[src/rtl/esp8266_at_sequencer_pkg.sv]
// Shared definitions for the ESP8266 AT command sequencer:
// FSM encoding, UART response byte constants and command-set sizing.
package esp8266_at_sequencer_pkg;

    typedef enum logic [2:0] {
        ST_IDLE,
        ST_SEND,
        ST_WAIT_TX,
        ST_WAIT_RSP,
        ST_NEXT,
        ST_DONE,
        ST_FAIL
    } state_t;

    localparam logic [7:0] CH_O      = 8'h4F;
    localparam logic [7:0] CH_K      = 8'h4B;
    localparam logic [7:0] CH_R      = 8'h52;
    localparam logic [7:0] CH_CR     = 8'h0D;
    localparam logic [7:0] CH_LF     = 8'h0A;
    localparam logic [7:0] CH_PROMPT = 8'h3E;
    localparam logic [7:0] CH_END    = 8'h00;

    // Four-byte windows compared against the most recent received bytes.
    localparam logic [31:0] RSP_OK  = {CH_O, CH_K, CH_CR, CH_LF};
    localparam logic [31:0] RSP_ERR = {CH_O, CH_R, CH_CR, CH_LF};

    localparam int         NUM_STEPS   = 5;
    localparam logic [2:0] LAST_STEP   = 3'(NUM_STEPS - 1);
    localparam int         MAX_CMD_LEN = 64;

endpackage

[src/rtl/esp8266_cmd_rom.sv]
// Combinational command ROM: returns byte byte_idx of command step,
// or the 0x00 end marker past the trailing CR LF.
module esp8266_cmd_rom
    import esp8266_at_sequencer_pkg::*;
(
    input  logic [2:0] step,
    input  logic [5:0] byte_idx,
    output logic [7:0] rom_byte
);

    localparam CMD0 = {"AT", CH_CR, CH_LF};
    localparam CMD1 = {"AT+CWMODE=1", CH_CR, CH_LF};
    localparam CMD2 = {"AT+CIPSTART=\"TCP\",\"10.0.0.1\",80", CH_CR, CH_LF};
    localparam CMD3 = {"AT+CIPMODE=1", CH_CR, CH_LF};
    localparam CMD4 = {"AT+CIPSEND", CH_CR, CH_LF};

    localparam int ROM_W = 8 * MAX_CMD_LEN;

    // Commands are right-aligned in a zero-extended vector; byte 0 is the MSB byte.
    function automatic logic [7:0] pick(input logic [ROM_W-1:0] cmd, input int len,
                                        input logic [5:0] idx);
        logic [7:0] b;
        if (int'(idx) < len) b = cmd[8*(len - 1 - int'(idx)) +: 8];
        else                 b = CH_END;
        return b;
    endfunction

    always_comb begin
        rom_byte = CH_END;
        case (step)
            3'd0:    rom_byte = pick(ROM_W'(CMD0), $bits(CMD0) / 8, byte_idx);
            3'd1:    rom_byte = pick(ROM_W'(CMD1), $bits(CMD1) / 8, byte_idx);
            3'd2:    rom_byte = pick(ROM_W'(CMD2), $bits(CMD2) / 8, byte_idx);
            3'd3:    rom_byte = pick(ROM_W'(CMD3), $bits(CMD3) / 8, byte_idx);
            3'd4:    rom_byte = pick(ROM_W'(CMD4), $bits(CMD4) / 8, byte_idx);
            default: rom_byte = CH_END;
        endcase
    end

endmodule

[src/rtl/esp8266_at_sequencer.sv]
// Brings up an ESP8266 TCP transparent link by sending five AT commands,
// matching "OK"/"ERROR" replies with per-command timeout and retry.
module esp8266_at_sequencer
    import esp8266_at_sequencer_pkg::*;
#(
    parameter int CLK_HZ     = 50_000_000,
    parameter int TIMEOUT_MS = 2000,
    parameter int MAX_RETRY  = 3
) (
    input  logic       clk,
    input  logic       rst,
    input  logic       start,
    input  logic       rx_valid,
    input  logic [7:0] rx_data,
    input  logic       tx_busy,
    output logic       tx_start,
    output logic [7:0] tx_data,
    output logic       link_up,
    output logic       fail,
    output logic [2:0] step
);

    localparam int TIMEOUT_CYC = CLK_HZ / 1000 * TIMEOUT_MS;
    localparam int TW = (TIMEOUT_CYC > 0) ? $clog2(TIMEOUT_CYC + 1) : 1;
    localparam int RW = (MAX_RETRY > 0) ? $clog2(MAX_RETRY + 1) : 1;

    state_t          state, state_n;
    logic [2:0]      step_n;
    logic [5:0]      byte_idx, idx_n;
    logic [RW-1:0]   retry, retry_n;
    logic [31:0]     match, match_n;
    logic [TW-1:0]   timer, timer_n;
    logic            ok_seen, ok_seen_n;
    logic            tx_start_n;
    logic [7:0]      tx_data_n;
    logic [7:0]      rom_byte;
    logic [31:0]     rx_shift;
    logic            rsp_ok, rsp_err, rsp_prompt, success;

    esp8266_cmd_rom u_rom (
        .step     (step),
        .byte_idx (byte_idx),
        .rom_byte (rom_byte)
    );

    assign rx_shift   = {match[23:0], rx_data};
    assign rsp_ok     = rx_valid && (rx_shift == RSP_OK);
    assign rsp_err    = rx_valid && (rx_shift == RSP_ERR);
    // CIPSEND is only complete once the '>' prompt follows its "OK".
    assign rsp_prompt = rx_valid && (rx_data == CH_PROMPT) && ok_seen;
    assign success    = (step == LAST_STEP) ? rsp_prompt : rsp_ok;

    // NOTE: every output of this block gets a default first so no path infers a latch.
    always_comb begin
        state_n    = state;
        step_n     = step;
        idx_n      = byte_idx;
        retry_n    = retry;
        match_n    = match;
        timer_n    = timer;
        ok_seen_n  = ok_seen;
        tx_start_n = 1'b0;
        tx_data_n  = tx_data;
        case (state)
            ST_IDLE, ST_DONE, ST_FAIL: begin
                if (start) begin
                    state_n = ST_SEND;
                    step_n  = '0;
                    idx_n   = '0;
                    retry_n = '0;
                end
            end
            ST_SEND: begin
                if (rom_byte == CH_END) begin
                    state_n   = ST_WAIT_RSP;
                    match_n   = '0;
                    ok_seen_n = 1'b0;
                    timer_n   = TW'(TIMEOUT_CYC);
                end else if (!tx_busy) begin
                    tx_start_n = 1'b1;
                    tx_data_n  = rom_byte;
                    state_n    = ST_WAIT_TX;
                end
            end
            ST_WAIT_TX: begin
                // tx_start is still high in the first WAIT_TX cycle, before the UART raises busy.
                if (!tx_start && !tx_busy) begin
                    idx_n   = byte_idx + 6'd1;
                    state_n = ST_SEND;
                end
            end
            ST_WAIT_RSP: begin
                if (rx_valid) match_n = rx_shift;
                if (rsp_ok) ok_seen_n = 1'b1;
                if (success) begin
                    state_n = ST_NEXT;
                end else if (rsp_err || timer == '0) begin
                    if (int'(retry) < MAX_RETRY) begin
                        retry_n = retry + RW'(1);
                        idx_n   = '0;
                        state_n = ST_SEND;
                    end else begin
                        state_n = ST_FAIL;
                    end
                end else begin
                    timer_n = timer - TW'(1);
                end
            end
            ST_NEXT: begin
                if (step == LAST_STEP) begin
                    state_n = ST_DONE;
                end else begin
                    step_n  = step + 3'd1;
                    idx_n   = '0;
                    retry_n = '0;
                    state_n = ST_SEND;
                end
            end
            default: state_n = ST_IDLE;
        endcase
    end

    // NOTE: all state uses non-blocking assignments so every register samples pre-edge values.
    always_ff @(posedge clk or posedge rst) begin
        if (rst) begin
            state    <= ST_IDLE;
            step     <= '0;
            byte_idx <= '0;
            retry    <= '0;
            match    <= '0;
            timer    <= '0;
            ok_seen  <= 1'b0;
            tx_start <= 1'b0;
            tx_data  <= 8'h00;
            link_up  <= 1'b0;
            fail     <= 1'b0;
        end else begin
            state    <= state_n;
            step     <= step_n;
            byte_idx <= idx_n;
            retry    <= retry_n;
            match    <= match_n;
            timer    <= timer_n;
            ok_seen  <= ok_seen_n;
            tx_start <= tx_start_n;
            tx_data  <= tx_data_n;
            link_up  <= (state_n == ST_DONE);
            fail     <= (state_n == ST_FAIL);
        end
    end

endmodule

[config.mk]
export PLATFORM = sky130hd
export DESIGN_NAME = esp8266_at_sequencer
export DESIGN_NICKNAME = d
export VERILOG_FILES = /design/src/rtl/esp8266_at_sequencer_pkg.sv /design/src/rtl/esp8266_cmd_rom.sv /design/src/rtl/esp8266_at_sequencer.sv
export SDC_FILE = /design/constraint.sdc
export NUM_CORES = 1
export LEC_CHECK = 0
export CAP_MARGIN = 20
export CELL_PAD_IN_SITES_DETAIL_PLACEMENT = 0
export CELL_PAD_IN_SITES_GLOBAL_PLACEMENT = 2
export CORE_ASPECT_RATIO = 1.4
export CORE_MARGIN = 1.5
export CORE_UTILIZATION = 40
export DETAILED_ROUTE_END_ITERATION = 16
export GPL_TIMING_DRIVEN = 0
export PLACE_DENSITY = 0.93
export SLEW_MARGIN = 20
export SYNTH_ARGS = -nofsm -noshare
export SYNTH_HDL_FRONTEND = slang
export SYNTH_SLANG_ARGS = --single-unit
[constraint.sdc]
create_clock -name clk -period 6.5 [get_ports clk]
set_input_delay 0.65 -clock clk [delete_from_list [all_inputs] [get_ports clk]]
set_output_delay 0.65 -clock clk [all_outputs]
set_load 0.01 [all_outputs]
==> results by group, run 1 <==
Outcome
  • Status: complete, no violations

Yosys
  • Synthesized flop and latch total: between 70 and 80
  • Mean post-synth cell area: between 8 and 9 um^2
  • Post-synthesis cell area: 5830 um^2
  • Synth warn: 0
  • Number of library cell types mapped by synthesis: between 80 and 90
  • Post-Synth Simple-Gate Area: about a quarter
  • Post-synthesis adder-cell area fraction: under 10%
  • Top_reg_cell synth: dfrtp_1
  • Post-Synthesis Cells: 727
  • Largest family of logic cells by synthesized area: simple AND/OR/NAND/NOR gates
  • Mux cell area share after synthesis: 1.14%
  • Post-Synth XOR/XNOR Area: approximately 5.9%
  • Syn Nets: ~760
  • Seq/Total Area, Yosys: between 30% and 40%
  • Synth Area in Compound Gates: 23.7%
  • Number of synthesized flops with an enable pin: 0
  • Fraction of registers with async set/reset: 100%

Timing
  • Hold Fails Final Rpt: 0
  • Max-slew headroom: around 37%
  • Final TNS setup: 0 ns
  • Min Clock Period, post-route: 4.88 ns
  • Clk_skew: ~0.0054 ns
  • RSZ-0062 raised after global routing: false
  • # setup viols final: 0
  • Period utilisation layout: 75.1%
  • Fmax: just over 200 MHz
  • Fin. max-slew vios: 0
  • Worst Tran Pin Value: between 0.9 and 1 ns

Route
  • Routed Antenna Nets: 0
  • Final WL: roughly 19000 um
  • Routed vias: 5830
  • Vias per inst: between 6 and 7
  • Number of remaining DRC errors: 0
  • Drt wl/cell: about 19 um
  • Initial drt markers: 349
  • Drt first pass iters: 5

Pwr
  • Sw Share: around 30%
  • Post-layout total power: ~1.2 mW
  • Combinational group share of total power: about 18%
  • Clock share of power: ~39%
  • Power density over cell area: ~180 nW/um^2
  • Worst VDD drop: 0.000137 V
  • Internal power: around 0.84 mW
  • Share of power burned in registers: between 40 and 50%
  • LEAKAGE: between 2 and 2.5 nW
  • Psw: roughly 0.36 mW

Layout
  • Area of the multi-input gates: roughly 3600 um^2
  • Layout cells sized above 1: 7.02%
  • Final #Nets: roughly 800
  • Antenna fix cells: 0
  • Fill cell count: about 1.4k
  • Leading cell type in the layout, fill and taps excluded: nand2_1
  • Area Overhead vs Synth: 13.7%
  • Register area: 1900 um^2
  • Most frequent cells in the layout: nand2_1, dfrtp_1, o21ai_0

Run
  • Max Cap Viol: 0

Clock network
  • Clock Latency Late Sink: 0.34 ns
  • CTS Root Cell: clkbuf_16
  • TritonCTS Buffers: 9
  • Reg clk slew, reported paths: about 0.060 ns
  • Post-CTS Resized: 0
  • Hold Buf Count CTS: 0
  • Setup Fix Bufs, Post-CTS: 0
  • CTS H-Tree Depth: 3
  • CTS tree: built
  • Max Buffers Root-to-Sink: 2
  • Clock Sinks: 76

Hold path
  • Min-Delay Endpoint: retry[0]
  • Min-delay src: retry[0]
  • Worst min path class: reg2reg
  • Depth of the worst hold-timing path: 1

Worst setup path
  • FF-to-FF Start: byte_idx[0]
  • Critical Path AT: slightly above 5 ns
  • Critical Path RT: between 6 and 7 ns
  • FF-to-FF setup slack: 1.62 ns
  • FF-to-FF path depth: 13
  • CP Max Fanout: 11
  • Crit end category: register
  • Reg2reg end: tx_data[2]
  • CP Launch Type: register
  • Crit path kind: reg2reg

Floorplanning
  • Die Y: between 100 and 150 um
  • # IOs: 27
  • Initial core utilization: 40.7%
  • Core Box Area: about 14000 um^2
  • Site Rows: 52
  • Die area: between 15000 and 20000 um^2
  • Width of the die: around 100 um

Place
  • RD Place Congestion: 0.922
  • Port bufs: 25
  • Detailed Place HPWL: about 14000 um

GRT
  • GRT Total Usage: between 20% and 30%
  • GRT Residual Overflow: 0
  • Antenna violations before repair: 0
  • Global-route wire length before repair: roughly 30000 um
  • Largest net degree at the start of global routing: 44
  • Vias in the first global route: ~5.9k
==> per-layer routing <==
layer	track usage (%)	routed length (um)	share of wire [%]	up-vias
met5	0	0	0	-
met4	14.6	901	4.9	0
met3	3.67	922	5.0	61
met2	44.8	9630	52	230
met1	27.2	7100	38	2781
li1	-	-	-	2758
==> worst max path at each step <==
stage	from	end
final	byte_idx[0]	tx_data[2]
after global routing	byte_idx[0]	tx_data[2]
after CTS	byte_idx[0]	tx_data[2]
after detailed placement	byte_idx[0]	tx_data[2]
after global placement	byte_idx[0]	tx_data[2]
after floorplan	byte_idx[2]	tx_data[0]
==> flip-flops by register name, indices dropped and copies added (netlist names) <==
signal	count
byte_idx	6
timer	27
fail	1
retry	2
step	3
state	3
match	24
tx_data	7
link_up	1
tx_start	1
ok_seen	1
==> stage by stage <==
| step | cells | hold WS, ns | utilization [%] | setup WS [ns] | area, um^2 |
|---|---|---|---|---|---|
| 6_report | 958 | 0.493 | 46.3 | 1.62 | 6620 |
| 3_3_place_gp | 941 | 0.482 | 44.1 | 1.72 | 6310 |
| 3_5_place_dp | 942 | 0.480 | 44.3 | 1.71 | 6340 |
| 4_1_cts | 958 | 0.493 | 46.3 | 1.70 | 6620 |
| 2_1_floorplan | 727 | 0.451 | - | 3.17 | 5830 |
| 5_1_grt | 958 | 0.527 | 46.3 | 1.41 | 6620 |
==> layout make-up <==
type | count | area share (%)
sequential | 76 | 28.7
buffer | 54 | 3.89
inverter | 22 | 1.28
clock buffer | 10 | 3.61
tap | 189 | 3.57
clock inverter | 6 | 0.605
multi-input combinational | 575 | 54.1
timing repair buffer | 26 | 4.20
==> worst max-delay path: stages (launching register included) <==
cell and delay [ns]:
dfrtp_1 0.53, inv_1 0.16, clkbuf_1 0.49, clkbuf_1 0.60, ha_1 0.31, buf_2 0.24
buf_2 0.26, buf_1 0.43, nor4_1 0.09, a221o_1 0.29, a211oi_1 0.44, o22ai_1 0.21
a2111oi_0 0.55, mux2i_1 0.14
==> logic make-up after synthesis <==
kind of cell               after synthesis
and+or+nand+nor                        304
AOI/OAI and AO/OA                      206
DFF                                     76
buffers and inverters                   76
xor gates and xnor gates                39
adders and majority gates               19
muxes                                    6
other                                    1
==> synth_stat cells, types with 4 or more instances <==
library cell | number | area [um^2]
a211oi_1 | 7 | 52.6
a21oi_1 | 31 | 155
a221oi_1 | 5 | 43.8
a22o_1 | 5 | 43.8
a22oi_1 | 6 | 45.0
a31o_2 | 4 | 35.0
a31oi_1 | 17 | 106
and3_1 | 6 | 37.5
and4_1 | 4 | 35.0
buf_1 | 5 | 18.8
buf_2 | 14 | 70.1
buf_6 | 4 | 45.0
clkbuf_1 | 29 | 109
dfrtp_1 | 76 | 1900
ha_1 | 19 | 238
inv_1 | 21 | 78.8
nand2_1 | 97 | 364
nand2b_1 | 18 | 113
nand3_1 | 27 | 135
nand4_1 | 18 | 113
nor2_1 | 50 | 188
nor2b_1 | 10 | 62.6
nor3_1 | 22 | 110
nor3b_1 | 4 | 30.0
nor4_1 | 9 | 56.3
nor4b_1 | 4 | 35.0
o211ai_1 | 9 | 67.6
o21ai_0 | 62 | 310
o221ai_1 | 5 | 43.8
o22ai_1 | 5 | 31.3
o31ai_1 | 4 | 30.0
o32a_1 | 4 | 40.0
or3_1 | 8 | 50.1
or4_1 | 10 | 75.1
xnor2_1 | 19 | 166
xor2_1 | 20 | 175
==> power groups by stage <==
stage	clock (mW)	combinational (mW)	sequential, mW
5_1_grt	0.493	0.236	0.518
3_5_place_dp	0	0.210	0.523
2_1_floorplan	0	0.148	0.517
4_1_cts	0.478	0.211	0.515
3_3_place_gp	0	0.204	0.522
6_report	0.466	0.215	0.515
No activity file was read; power rests on OpenSTA's default activity.
==> run 2: changes to the inputs <==
CORE_UTILIZATION = 34   (was 40)
PLACE_DENSITY = 0.85   (was 0.93)
clock period = 4.2 ns   (was 6.5 ns; I/O delays follow)
==> run 2 against run 1 <==
Clock skew rose by 0.0021 ns. Largest cell class unchanged. Largest power group unchanged. Fmax up 22%. Highest routed layer unchanged. Via count decreased by 0.70%. First-iteration DRC count down 13%. Clock-buffer cell count up 3. Flip-flop and latch count did not move. Cell count is 1.5% higher.
==> results by group, run 2 (synthesis gave the netlist of run 1 again) <==
Layout
  • Area Overhead vs Synth: 14.8%
  • Area of the multi-input gates: ~3600 um^2
  • Layout cells sized above 1: 8.19%
  • Antenna fix cells: 0
  • Max reg flops: 27
  • Register area: 1900 um^2
  • Post-Layout Cell Count: slightly below 1k
  • Fill cell count: approximately 1.7k
  • Leading cell type in the layout, fill and taps excluded: nand2_1
  • Post-layout util: around two fifths
  • Final #Nets: just under 800
  • Most frequent cells in the layout: nand2_1, dfrtp_1, o21ai_0
  • Biggest register: timer
  • Biggest regs: timer (27), match (24), tx_data (7)

Timing
  • Fin. max-slew vios: 0
  • Hold slack: 0.451 ns
  • Min Clock Period, post-route: 4.01 ns
  • Period utilisation layout: a little over nine tenths
  • Worst Tran Pin Value: approximately 0.91 ns
  • Max-slew headroom: approximately two fifths
  • Hold Fails Final Rpt: 0
  • Clk_skew: 0.00749 ns
  • Fmax: about 250 MHz
  • # setup viols final: 0

Worst setup path
  • Cell chain of the critical path: clkbuf_1 > inv_1 > ha_1 > clkbuf_1 > nor2b_1 > o2111ai_1 > nor2_1 > a2111oi_2 > and3_4 > buf_2 > o21ai_0
  • Delay-heaviest family, CP: compound AO/OA/AOI/OAI gates
  • Critical Path RT: 4.42 ns
  • Slowest-stage cell, CP: o2111ai_1
  • CP most frequent cell: clkbuf_1
  • CP max stage delay: approximately 0.75 ns
  • CP Max Fanout: 10
  • Critical Path AT: approximately 4.2 ns
  • CP Launch Type: register
  • Crit path buf inv count: 4
  • Crit path kind: reg2reg
  • Crit end category: register

Route
  • Routed vias: 5789
  • Routed Antenna Nets: 0
  • Final WL: between 15000 and 20000 um
  • Number of remaining DRC errors: 0
  • Drt first pass iters: 5
  • Vias per inst: approximately 6.0
  • Initial drt markers: 303
  • Drt wl/cell: between 15 and 20 um

Pwr
  • LEAKAGE: 2.53 nW
  • Worst VDD drop: approximately 0.00023 V
  • Clock share of power: 39.4%
  • Combinational group share of total power: roughly 18%
  • Internal power: 1.31 mW
  • Psw: around 0.53 mW
  • Power density over cell area: between 200 and 300 nW/um^2
  • Share of power burned in registers: about 43%
  • Sw Share: between 20 and 30%

Clock network
  • CTS Root Cell: clkbuf_16
  • Max Buffers Root-to-Sink: 2
  • CTS H-Tree Depth: 3
  • Clock Sinks: between 70 and 80
  • TritonCTS Buffers: 9
  • Clock Latency Late Sink: 0.34 ns
  • Hold Buf Count CTS: 0
  • Reg clk slew, reported paths: 0.06 ns
  • CTS tree: built

Place
  • RD Place Congestion: between 0.9 and 1
  • Placed insts: ~960
  • Port bufs: 25
  • Detailed Place HPWL: roughly 14000 um

GRT
  • Vias in the first global route: 5819
  • Largest net degree at the start of global routing: 43
  • GRT Total Usage: a little over a fifth
  • Global-route wire length before repair: 29900 um
  • GRT Residual Overflow: 0
  • Antenna violations before repair: 0

Outcome
  • Status: complete, no violations

Hold path
  • Worst min path class: in2async

Floorplanning
  • Die Y: about 160 um
  • # IOs: 27
  • Width of the die: 114 um
  • Initial core utilization: 34.8%
  • Site Rows: 56
  • Core Box Area: roughly 17000 um^2
  • Die area: 17900 um^2

Run
  • Max Cap Viol: 0
==> run 2: area by class of cell <==
cell class                      instances  area share, %
Timing Repair Buffer                   26           4.04
Multi-Input combinational cell        575           54.3
Inverter                               22           1.27
Clock inverter                          3          0.318
Sequential cell                        76           28.5
Buffer                                 54           3.97
Tap cell                              203           3.80
Clock buffer                           13           3.89
==> run 2: worst reg2reg max path, stage by stage (launching register included) <==
cell       delay, ns
dfrtp_1         0.40
clkbuf_1        0.37
inv_1           0.28
ha_1            0.27
clkbuf_1        0.22
nor2b_1         0.25
o2111ai_1       0.75
nor2_1          0.22
a2111oi_2       0.46
and3_4          0.29
buf_2           0.26
o21ai_0         0.13
==> run 2: routing by layer <==
| layer | track usage [%] | routed length (um) | vias to the layer above |
|---|---|---|---|
| met5 | 0 | 0 | - |
| met4 | 14.1 | 1060 | 0 |
| met3 | 1.72 | 727 | 59 |
| met2 | 37.7 | 9380 | 182 |
| met1 | 24.3 | 7460 | 2792 |
| li1 | - | - | 2756 |
==> run 2: final timing paths <==
path | startpoint | to | slack [ns] | cells past startpoint
max in group asynchronous | rst | byte_idx[0] | 3.15 | 3
worst min-delay path | rst | match[6] | 0.45 | 2
min in group clk | tx_data[0] | tx_data[0] | 0.50 | 1
worst max-delay path | byte_idx[1] | match[10] | 0.19 | 11
worst min register to register | tx_data[0] | tx_data[0] | 0.50 | 1
worst max register to register | byte_idx[1] | match[10] | 0.19 | 11
==> run 2: metrics by stage <==
stage               TNS [ns]  setup WS, ns  area [um^2]  power (mW)
floorplan                  0         0.866         5830        1.03
global placement      -20.16        -0.946         6330        1.12
detailed placement    -19.28        -0.631         6350        1.13
CTS                        0        0.0187         6660        1.87
global route        -0.00439      -0.00439         6690        1.93
finish                     0         0.186         6690        1.85
==> run 2: power by group through the flow <==
stage / combinational, mW / sequential [mW] / clock (mW)
2_1_floorplan: 0.228 / 0.800 / 0
3_3_place_gp: 0.311 / 0.808 / 0
3_5_place_dp: 0.317 / 0.810 / 0
4_1_cts: 0.321 / 0.797 / 0.748
5_1_grt: 0.362 / 0.802 / 0.767
6_report: 0.323 / 0.797 / 0.727
==> run 2: what timing repair did <==
| item | 4_1_cts | 5_1_grt |
|---|---|---|
| resized for setup | 4 | 11 |
| pin swaps | 0 | 1 |
| setup buffers | 0 | 0 |
| setup endpoints to repair | 60 | 57 |
==> run 3: changes to the inputs <==
CORE_MARGIN = default   (was 1.5)
==> run 3 against run 2 <==
Via count increased by 1.7%. Total power up 5.7%. Flip-flop and latch count did not move. Global-route usage increased by 1.4 points. Clock power increased by 12%. Fmax up 1.0%. Combinational power is 6% higher. Cell count stayed put. Die area shrank 1.5%. First-iteration DRC count up 65%. Sequential share of layout area fell by 0.15 points. Critical path type unchanged. Critical endpoint is now match[11].
==> results by group, run 3 (synthesis gave the netlist of run 1 again) <==
Outcome
  • Status: complete, no violations

GRT
  • Largest net degree at the start of global routing: 41
  • GRT Total Usage: between 20% and 30%
  • Vias in the first global route: 5752
  • GRT Residual Overflow: 0
  • Antenna violations before repair: 0
  • Global-route wire length before repair: 30900 um

Layout
  • Most frequent cells in the layout: nand2_1, dfrtp_1, o21ai_0
  • Area Overhead vs Synth: 15.4%
  • Layout cells sized above 1: under 10%
  • Fill cell count: ~1.7k
  • Antenna fix cells: 0
  • Biggest register: timer
  • Register area: between 1500 and 2000 um^2
  • Biggest regs: timer (27), match (24), tx_data (7)
  • Leading cell type in the layout, fill and taps excluded: nand2_1
  • Final #Nets: between 700 and 800
  • Area of the multi-input gates: about 3600 um^2
  • Max reg flops: 27
  • Post-layout util: approximately 40%

Route
  • DR WL met2: roughly 10000 um
  • Top routing layer used: met4
  • Routed vias: just under 6k
  • Met1 Routed Length: ~7700 um
  • Final WL: 19400 um
  • Vias per inst: 6.06
  • Drt first pass iters: 5
  • Drt wl/cell: around 20 um
  • Met3 routed wirelength: 825 um
  • Initial drt markers: 500
  • Routed Antenna Nets: 0
  • Number of remaining DRC errors: 0

Worst setup path
  • CP Max Fanout: 11
  • Critical Path RT: between 4 and 5 ns
  • Slowest-stage cell, CP: dfrtp_2
  • Crit end category: register
  • Crit path kind: reg2reg
  • FF-to-FF setup slack: around 0.23 ns
  • Cell chain of the critical path: inv_1 > clkbuf_2 > buf_2 > ha_1 > buf_2 > buf_2 > a22oi_1 > and3_1 > o21ai_0 > nand4_1 > a2111oi_2 > and3_4 > buf_2 > o21ai_0
  • CP Launch Type: register
  • Critical Path AT: between 4 and 5 ns
  • CP most frequent cell: buf_2
  • CP max stage delay: around 0.5 ns

Timing
  • # setup viols final: 0
  • Max-slew headroom: between 30% and 40%
  • Fmax: ~250 MHz
  • Worst Tran Pin Value: 0.936 ns
  • Period utilisation layout: a little over nine tenths
  • Fin. max-slew vios: 0
  • Clk_skew: about 0.0075 ns
  • Min Clock Period, post-route: 3.97 ns
  • Hold slack: between 0.4 and 0.5 ns
  • Hold Fails Final Rpt: 0

Clock network
  • TritonCTS Buffers: 9
  • Setup Fix Bufs, Post-CTS: 0
  • Max Buffers Root-to-Sink: 2
  • Hold Buf Count CTS: 0
  • CTS tree: built
  • Clock Latency Late Sink: around 0.34 ns
  • CTS Root Cell: clkbuf_16
  • Reg clk slew, reported paths: 0.06 ns
  • CTS H-Tree Depth: 3
  • Clock Sinks: 76

Floorplanning
  • Die Y: between 150 and 200 um
  • Width of the die: around 110 um
  • Die area: around 18000 um^2
  • Initial core utilization: between 30% and 40%
  • Core Box Area: roughly 17000 um^2
  • Site Rows: between 50 and 60
  • # IOs: 27

Place
  • Detailed Place HPWL: about 14000 um
  • Port bufs: 25
  • RD Place Congestion: approximately 0.93

Pwr
  • LEAKAGE: approximately 2.5 nW
  • Worst VDD drop: ~0.00020 V
  • Power density over cell area: just under 300 nW/um^2

Hold path
  • Worst min path class: in2async

Run
  • Max Cap Viol: 0
run 3: cell count changes in the layout (fill, tap and decap cells not counted), sizes merged:
| cell | delta |
|---|---|
| clkbuf | -4 |
| buf | +1 |
| bufinv | +1 |
| clkinvlp | +1 |
| inv | +1 |
run 3: layer usage:
| layer | GRT usage, % | vias to the layer above |
|---|---|---|
| li1 | - | 2756 |
| met1 | 25.1 | 2848 |
| met2 | 40.6 | 222 |
| met3 | 3.33 | 62 |
| met4 | 13.7 | 0 |
| met5 | 0 | - |
run 3: per-stage QoR:
stage               worst slack [ns]  cells  power, mW  cell area [um^2]  setup TNS [ns]
floorplan                      0.866    727       1.03              5830               0
global placement              -0.844    955       1.13              6330          -20.22
detailed placement            -0.761    956       1.14              6350          -17.45
CTS                           0.0573    972       1.96              6670               0
global route                -0.00474    972       2.04              6720        -0.00474
finish                         0.227    972       1.95              6720               0
run 3: layout make-up:
cell class	instances	area share [%]
Multi-Input combinational cell	575	54.1
Sequential cell	76	28.3
Timing Repair Buffer	26	4.02
Buffer	54	3.93
Tap cell	203	3.78
Clock buffer	10	3.55
Inverter	22	1.27
Clock inverter	6	1.06
run 3: path summary, 6_finish.rpt:
| path | to | start | cells after the start |
|---|---|---|---|
| min | match[7] | rst | 2 |
| max in group asynchronous | tx_data[1] | rst | 3 |
| max reg2reg | match[11] | byte_idx[0] | 14 |
| min in group clk | retry[0] | retry[0] | 1 |
| min reg2reg | retry[0] | retry[0] | 1 |
| max | match[11] | byte_idx[0] | 14 |
run 3: repair_timing:
| item | CTS | global route |
|---|---|---|
| hold endpoints to repair | 0 | 0 |
| cloned | 0 | 0 |
| setup endpoints to repair | 63 | 22 |
| gates resized for setup | 6 | 13 |
run 3: report_power, final:
part	internal (mW)	switching [mW]	total [mW]	leakage (nW)
Combinational	0.117	0.224	0.341	1.51
Clock	0.481	0.335	0.816	0.145
Sequential	0.766	0.0310	0.797	0.891
Total	1.36	0.590	1.95	2.55
run 3: worst max-delay path, delay by kind of cell, from the launching register on:
kind                     cells  cell delay, ns
buffers and inverters        6            1.56
AO/OA/AOI/OAI                4            0.76
AND/OR/NAND/NOR              3            0.75
flip-flops                   1            0.50
adder cells (fa/ha/maj)      1            0.26
